## src/rtl/alu_hs_pipe.sv

```systemverilog
// alu_hs_pipe: valid/ready ALU with a one-entry result register and backpressure.
// Define ALU_MUL_EN to build the multi-cycle shift-add multiplier for opcode 10.
module alu_hs_pipe #(
  parameter int unsigned DWIDTH  = 8,
  parameter int unsigned OPWIDTH = 4,
  parameter int unsigned SHW     = $clog2(DWIDTH)
) (
  input  logic               CLK,
  input  logic               CLR,
  input  logic               IN_VALID,
  output logic               IN_READY,
  input  logic [DWIDTH-1:0]  A,
  input  logic [DWIDTH-1:0]  B,
  input  logic [OPWIDTH-1:0] S,
  output logic               OUT_VALID,
  input  logic               OUT_READY,
  output logic [DWIDTH-1:0]  Y,
  output logic               C,
  output logic               V,
  output logic               Z,
  output logic               BUSY
);

  localparam int unsigned MSB = DWIDTH - 1;
  localparam int unsigned CW  = SHW;

  localparam logic [OPWIDTH-1:0] OP_ADD  = OPWIDTH'(0);
  localparam logic [OPWIDTH-1:0] OP_INCA = OPWIDTH'(1);
  localparam logic [OPWIDTH-1:0] OP_INCB = OPWIDTH'(2);
  localparam logic [OPWIDTH-1:0] OP_SUB  = OPWIDTH'(3);
  localparam logic [OPWIDTH-1:0] OP_CMP  = OPWIDTH'(4);
  localparam logic [OPWIDTH-1:0] OP_ROL  = OPWIDTH'(5);
  localparam logic [OPWIDTH-1:0] OP_ROR  = OPWIDTH'(6);
  localparam logic [OPWIDTH-1:0] OP_CLRY = OPWIDTH'(7);
  localparam logic [OPWIDTH-1:0] OP_DECA = OPWIDTH'(8);
  localparam logic [OPWIDTH-1:0] OP_DECB = OPWIDTH'(9);
  localparam logic [OPWIDTH-1:0] OP_MUL  = OPWIDTH'(10);
  localparam logic [OPWIDTH-1:0] OP_CPLA = OPWIDTH'(11);
  localparam logic [OPWIDTH-1:0] OP_AND  = OPWIDTH'(12);
  localparam logic [OPWIDTH-1:0] OP_OR   = OPWIDTH'(13);
  localparam logic [OPWIDTH-1:0] OP_XOR  = OPWIDTH'(14);
  localparam logic [OPWIDTH-1:0] OP_CPLB = OPWIDTH'(15);

  logic              out_valid_q, out_valid_d;
  logic [DWIDTH-1:0] y_q, y_d;
  logic              c_q, c_d, v_q, v_d, z_q, z_d;

  logic accept, pop, is_mul, mul_done;

  logic [DWIDTH-1:0]   as_x, as_y;
  logic                as_sub, as_ovf;
  logic [DWIDTH:0]     as_sum;
  logic [2*DWIDTH-1:0] rol_w, ror_w;
  logic [DWIDTH-1:0]   r_y;
  logic                r_c, r_v, r_z, r_keep;

  assign pop       = out_valid_q && OUT_READY;
  assign accept    = IN_VALID && IN_READY;
  assign OUT_VALID = out_valid_q;
  assign Y         = y_q;
  assign C         = c_q;
  assign V         = v_q;
  assign Z         = z_q;

  // Shared adder/subtractor operand selection for the arithmetic opcodes.
  always_comb begin
    as_x   = A;
    as_y   = B;
    as_sub = 1'b0;
    case (S)
      OP_INCA: as_y = DWIDTH'(1);
      OP_INCB: begin as_x = B; as_y = DWIDTH'(1); end
      OP_SUB, OP_CMP: as_sub = 1'b1;
      OP_DECA: begin as_y = DWIDTH'(1); as_sub = 1'b1; end
      OP_DECB: begin as_x = B; as_y = DWIDTH'(1); as_sub = 1'b1; end
      default: ;
    endcase
    as_sum = as_sub ? ({1'b0, as_x} - {1'b0, as_y}) : ({1'b0, as_x} + {1'b0, as_y});
    as_ovf = as_sub ? ((as_x[MSB] != as_y[MSB]) && (as_sum[MSB] != as_x[MSB]))
                    : ((as_x[MSB] == as_y[MSB]) && (as_sum[MSB] != as_x[MSB]));
  end

  // Rotates via a doubled operand so amount 0 falls out naturally.
  assign rol_w = {A, A} << B[SHW-1:0];
  assign ror_w = {A, A} >> B[SHW-1:0];

  // Single-cycle result and flags; CMP only updates flags.
  always_comb begin
    r_y    = '0;
    r_c    = 1'b0;
    r_v    = 1'b0;
    r_keep = 1'b0;
    case (S)
      OP_ADD, OP_INCA, OP_INCB, OP_SUB, OP_DECA, OP_DECB: begin
        r_y = as_sum[DWIDTH-1:0];
        r_c = as_sum[DWIDTH];
        r_v = as_ovf;
      end
      OP_CMP: begin
        r_keep = 1'b1;
        r_c    = as_sum[DWIDTH];
        r_v    = as_ovf;
      end
      OP_ROL:  r_y = rol_w[2*DWIDTH-1:DWIDTH];
      OP_ROR:  r_y = ror_w[DWIDTH-1:0];
      OP_CPLA: r_y = ~A;
      OP_CPLB: r_y = ~B;
      OP_AND:  r_y = A & B;
      OP_OR:   r_y = A | B;
      OP_XOR:  r_y = A ^ B;
      OP_CLRY, OP_MUL: ;
      default: ;
    endcase
    r_z = r_keep ? (as_sum[DWIDTH-1:0] == '0) : (r_y == '0);
  end

`ifdef ALU_MUL_EN
  typedef enum logic {ST_IDLE, ST_MUL} state_e;

  state_e              state_q, state_d;
  logic [CW-1:0]       cnt_q, cnt_d;
  logic [DWIDTH-1:0]   ma_q, ma_d, mb_q, mb_d;
  logic [2*DWIDTH-1:0] acc_q, acc_d;
  logic [DWIDTH:0]     step_sum;

  assign is_mul = (S == OP_MUL);
  assign BUSY   = (state_q == ST_MUL);
  // CLR gating keeps the handshake honest while reset owns the block.
  assign IN_READY = (state_q == ST_IDLE) && (!out_valid_q || OUT_READY) && !CLR;

  // Multiplier FSM: add multiplicand to the high half, shift right, LSB-first.
  always_comb begin
    state_d  = state_q;
    cnt_d    = cnt_q;
    ma_d     = ma_q;
    mb_d     = mb_q;
    acc_d    = acc_q;
    mul_done = 1'b0;
    step_sum = {1'b0, acc_q[2*DWIDTH-1:DWIDTH]} + (mb_q[0] ? {1'b0, ma_q} : '0);
    case (state_q)
      ST_IDLE: begin
        if (accept && is_mul) begin
          state_d = ST_MUL;
          cnt_d   = CW'(DWIDTH - 1);
          ma_d    = A;
          mb_d    = B;
          acc_d   = '0;
        end
      end
      ST_MUL: begin
        acc_d = {step_sum, acc_q[DWIDTH-1:1]};
        mb_d  = mb_q >> 1;
        cnt_d = cnt_q - CW'(1);
        if (cnt_q == '0) begin
          mul_done = 1'b1;
          state_d  = ST_IDLE;
          cnt_d    = '0;
        end
      end
      default: state_d = ST_IDLE;
    endcase
  end

  always_ff @(posedge CLK) begin
    if (CLR) begin
      state_q <= ST_IDLE;
      cnt_q   <= '0;
      ma_q    <= '0;
      mb_q    <= '0;
      acc_q   <= '0;
    end else begin
      state_q <= state_d;
      cnt_q   <= cnt_d;
      ma_q    <= ma_d;
      mb_q    <= mb_d;
      acc_q   <= acc_d;
    end
  end
`else
  assign is_mul   = 1'b0;
  assign mul_done = 1'b0;
  assign BUSY     = 1'b0;
  assign IN_READY = (!out_valid_q || OUT_READY) && !CLR;
`endif

  // Output register: pop clears, single-cycle accept or MUL completion loads.
  always_comb begin
    out_valid_d = out_valid_q;
    y_d         = y_q;
    c_d         = c_q;
    v_d         = v_q;
    z_d         = z_q;
    if (pop) out_valid_d = 1'b0;
    if (accept && !is_mul) begin
      out_valid_d = 1'b1;
      if (!r_keep) y_d = r_y;
      c_d = r_c;
      v_d = r_v;
      z_d = r_z;
    end
`ifdef ALU_MUL_EN
    if (mul_done) begin
      out_valid_d = 1'b1;
      y_d         = acc_d[DWIDTH-1:0];
      c_d         = 1'b0;
      v_d         = (acc_d[2*DWIDTH-1:DWIDTH] != '0);
      z_d         = (acc_d[DWIDTH-1:0] == '0);
    end
`endif
  end

  always_ff @(posedge CLK) begin
    if (CLR) begin
      out_valid_q <= 1'b0;
      y_q         <= '0;
      c_q         <= 1'b0;
      v_q         <= 1'b0;
      z_q         <= 1'b1;
    end else begin
      out_valid_q <= out_valid_d;
      y_q         <= y_d;
      c_q         <= c_d;
      v_q         <= v_d;
      z_q         <= z_d;
    end
  end

endmodule

```

## config.mk

```make
export PLATFORM = sky130hd
export DESIGN_NAME = alu_hs_pipe
export DESIGN_NICKNAME = d
export VERILOG_FILES = /design/src/rtl/alu_hs_pipe.sv
export SDC_FILE = /design/constraint.sdc
export NUM_CORES = 1
export LEC_CHECK = 0
export CORE_ASPECT_RATIO = 0.7
export CORE_MARGIN = 2
export CORE_UTILIZATION = 57
export DETAILED_ROUTE_END_ITERATION = 8
export PLACE_DENSITY = 0.79
export SETUP_SLACK_MARGIN = 0.3
export SYNTH_ARGS = -nofsm -noshare
export SYNTH_HDL_FRONTEND = slang
export SYNTH_SLANG_ARGS = --single-unit
```

## constraint.sdc

```tcl
create_clock -name CLK -period 4 [get_ports CLK]
set_input_delay 0.4 -clock CLK [delete_from_list [all_inputs] [get_ports CLK]]
set_output_delay 0.4 -clock CLK [all_outputs]
set_load 0.05 [all_outputs]
```

==> impl_metrics.env <==
export IMPL_drt_antenna_violating_nets=0
export IMPL_areaGrowthSynthToFinish_pct=25.9
export IMPL_hpwlAfterDp_um=7210
export IMPL_timing_hold_violations_final=0
export IMPL_synth_fp_nets=426
export IMPL_placement_rows=21
export IMPL_post_synth_instance_area_um2=2840
export IMPL_hold_buffers=0
export IMPL_cts_buffers_inserted=3
export IMPL_fin_skew_ns=0.00320
export IMPL_rsz_0062_raised_after_global_routing="false"
export IMPL_clock_tree_htree_level_count=1
export IMPL_tritoncts="built"
export IMPL_layout_worst_path_cycle_share_pct=87.6
export IMPL_setup_viol_count_final=0
export IMPL_cts_clk_slew_worst_paths_ns=0.05
export IMPL_ys_warns=0
export IMPL_maxClockFrequency_mhz=285
export IMPL_layout_nets=477
export IMPL_power_per_cell_area_nw_per_um2=238
export IMPL_cp_end_kind="register"
export IMPL_global_route_overflow_total=0
export IMPL_antennaDiodeCount=0
export IMPL_layout_commonest_cell="sky130_fd_sc_hd__nand2_1"
export IMPL_number_of_flops_mapped_to_enable_cells_by_yosys=0
export IMPL_portBuffers=36
export IMPL_yosys_register_bits=12
export IMPL_clock_latency_ns=0.25
export IMPL_yosys_area_share_adder_pct=11.3
export IMPL_fillerInstances=409
export IMPL_die_w_um=88.4
export IMPL_total_global_routing_track_utilization_pct=35.3
export IMPL_die_height_um=63.0
export IMPL_dp_cells=486
export IMPL_cp_slowest_stage_delay_ns=0.47
export IMPL_floorplan_die_area_um2=5570
export IMPL_globalplace_congestion=0.984
export IMPL_synth_compound_area_share_pct=27.8
export IMPL_cp_max_fo=28
export IMPL_grt_pass1_wl_um=15100
export IMPL_worstSetupStartpointType="input pin"
export IMPL_area_sequential_um2=240
export IMPL_crit_chain="clkdlybuf4s50_1 -> buf_4 -> nor3b_1 -> a311oi_2 -> o211a_1 -> fa_2 -> nand2_2 -> a21oi_4 -> xnor2_2 -> a222oi_1 -> and4_1 -> and3_1 -> nand4_1 -> o31ai_2"
export IMPL_antenna_found_initial=0
export IMPL_synth_top_family_by_area="compound AO/OA/AOI/OAI gates"
export IMPL_timing_worst_setup_path_type="in2reg"
export IMPL_ctsRootBufferMaster="sky130_fd_sc_hd__clkbuf_8"
export IMPL_vias_in_the_first_global_route=2892
export IMPL_drt_pass_1_iters=5
export IMPL_maxSlewHeadroom_pct=34.8
export IMPL_avgViaCountPerCell=6.57
export IMPL_critical_path_arrival_ns=3.67
export IMPL_static_leakage_power_nw=1.49
export IMPL_detail_route_drc_violations=0
export IMPL_final_cell_mix="sky130_fd_sc_hd__nand2_1 (38), sky130_fd_sc_hd__buf_4 (33), sky130_fd_sc_hd__clkdlybuf4s50_1 (32)"
export IMPL_final_layout_size_suffix_gt1_share_pct=20.8
export IMPL_final_cell_count_no_fill=496
export IMPL_vias=3259
export IMPL_ctsLongestPathBuffers=2
export IMPL_simple_gate_share_of_the_synthesized_area_pct=23.8
export IMPL_timing_worst_slew_pin_value_ns=0.970
export IMPL_avgSynthCellArea_um2=7.53
export IMPL_synth_async_reset_ratio_pct=0
export IMPL_cap_viol_max_count=0
export IMPL_result_of_the_run="completed"
export IMPL_min_path_type="reg2reg"
export IMPL_multi_input_comb_area_um2=2450
export IMPL_crit_slowest_cell="sky130_fd_sc_hd__clkdlybuf4s50_1"
export IMPL_placement_setup_worst_slack_ns=0.0380
export IMPL_core_area_um2=4780
export IMPL_totalWireLength_um=9580
export IMPL_seq_area_frac_synth_pct=8.46
export IMPL_netlist_instances=377
export IMPL_synth_distinct_cells=71
export IMPL_post_drt_wl_per_cell_um=19.3
export IMPL_initial_utilization_pct=59.4
export IMPL_vdd_ir_drop_worst_mv=0.202
export IMPL_ys_flop_type="sky130_fd_sc_hd__dfxtp_1"
export IMPL_tritoncts_num_sinks=12
export IMPL_fin_ws_ns=0.496
export IMPL_timing_setup_tns_ns=0
export IMPL_initial_drc_count=369
export IMPL_yosys_mux_area_fraction_pct=17.7
export IMPL_period_minus_slack_ns=3.50
export IMPL_ioPinCount=38
export IMPL_maxSlewViolCount=0
export IMPL_crit_required_ns=4.16
export IMPL_synth_xor_area_share_pct=2.16
export IMPL_pin_count_of_the_biggest_net_entering_global_routing=29
-- cells by family (layout without fill, tap and decap cells) --
group | Yosys count | in the layout
simple gates | 135 | 135
compound gates | 115 | 115
buf+inv | 52 | 102
mux | 30 | 30
fa+ha+maj | 25 | 25
flops | 12 | 12
xor+xnor | 7 | 7
other cells | 1 | 1
-- path summary, 6_finish.rpt --
check	start	to	slack, ns	cells after the start
worst max-delay path	B[0]	Z	0.50	14
worst min-delay path	Y[2]	Y[2]	0.50	2
worst max register to register	OUT_VALID	Z	1.78	9
worst min register to register	Y[2]	Y[2]	0.50	2
-- cell usage after synthesis, drive strengths merged, types with 5 or more instances --
master,n,area share [%]
nand2b,8,1.8
a31oi,7,1.5
nor3,11,2.1
nor2,36,4.8
dfxtp,12,8.5
o21ai,30,5.3
a211oi,9,2.4
mux2i,12,4.2
ha,24,11
mux4,16,13
a21oi,23,4.1
nor2b,5,1.1
clkbuf,8,1.1
xor2,5,1.5
inv,27,3.6
buf,17,4.1
nand3,10,1.8
nand2,39,5.2
o22ai,5,1.1
-- sequential cells by signal, summed over array words and instances, names as in the netlist --
signal,cells
OUT_VALID,1
Z,1
Y,8
C,1
V,1
-- power breakdown --
group	switching, W	internal, W
Combinational	0.000331	0.000249
Clock	0.0000487	0.0000872
Sequential	0.00000447	0.000129
-- per-stage QoR --
| step | hold WS (ns) | utilization, % | area, µm² | power [W] |
|---|---|---|---|---|
| final | 0.496 | 74.7 | 3570 | 0.000849 |
| after detailed placement | 0.489 | 70.2 | 3360 | 0.000643 |
| after CTS | 0.498 | 71.4 | 3410 | 0.000780 |
| after floorplan | 0.521 | - | 2840 | 0.000483 |
| after global routing | 0.527 | 74.7 | 3570 | 0.000903 |
| after global placement | 0.476 | 70.2 | 3360 | 0.000636 |
-- repair_timing --
action,CTS,global route
setup endpoints to repair,1,4
pin swaps,0,11
gates resized for setup,1,34
endpoints found under the hold margin,0,0
setup buffers,0,6
-- per-layer routing --
| metal | up-vias | part of all wire, % | GRT usage (%) |
|---|---|---|---|
| met5 | - | 0 | 0 |
| met4 | 0 | 2.5 | 9.85 |
| met3 | 25 | 14 | 7.93 |
| met2 | 229 | 42 | 49.2 |
| met1 | 1493 | 42 | 53.9 |
| li1 | 1512 | - | - |
-- area by class of cell --
cell class	count	area share (%)
Clock buffer	4	1.54
Inverter	27	2.84
Multi-Input combinational cell	313	68.6
Sequential cell	12	6.72
Tap cell	69	2.42
Timing Repair Buffer	71	17.9
-- critical path, delay by kind of cell --
family / cells / cell delay, ns
buffers and inverters: 2 / 0.80
AOI/OAI and AO/OA: 5 / 1.01
and+or+nand+nor: 5 / 0.91
adders and majority gates: 1 / 0.37
xor gates and xnor gates: 1 / 0.15
(Power assumes the default switching activity.)
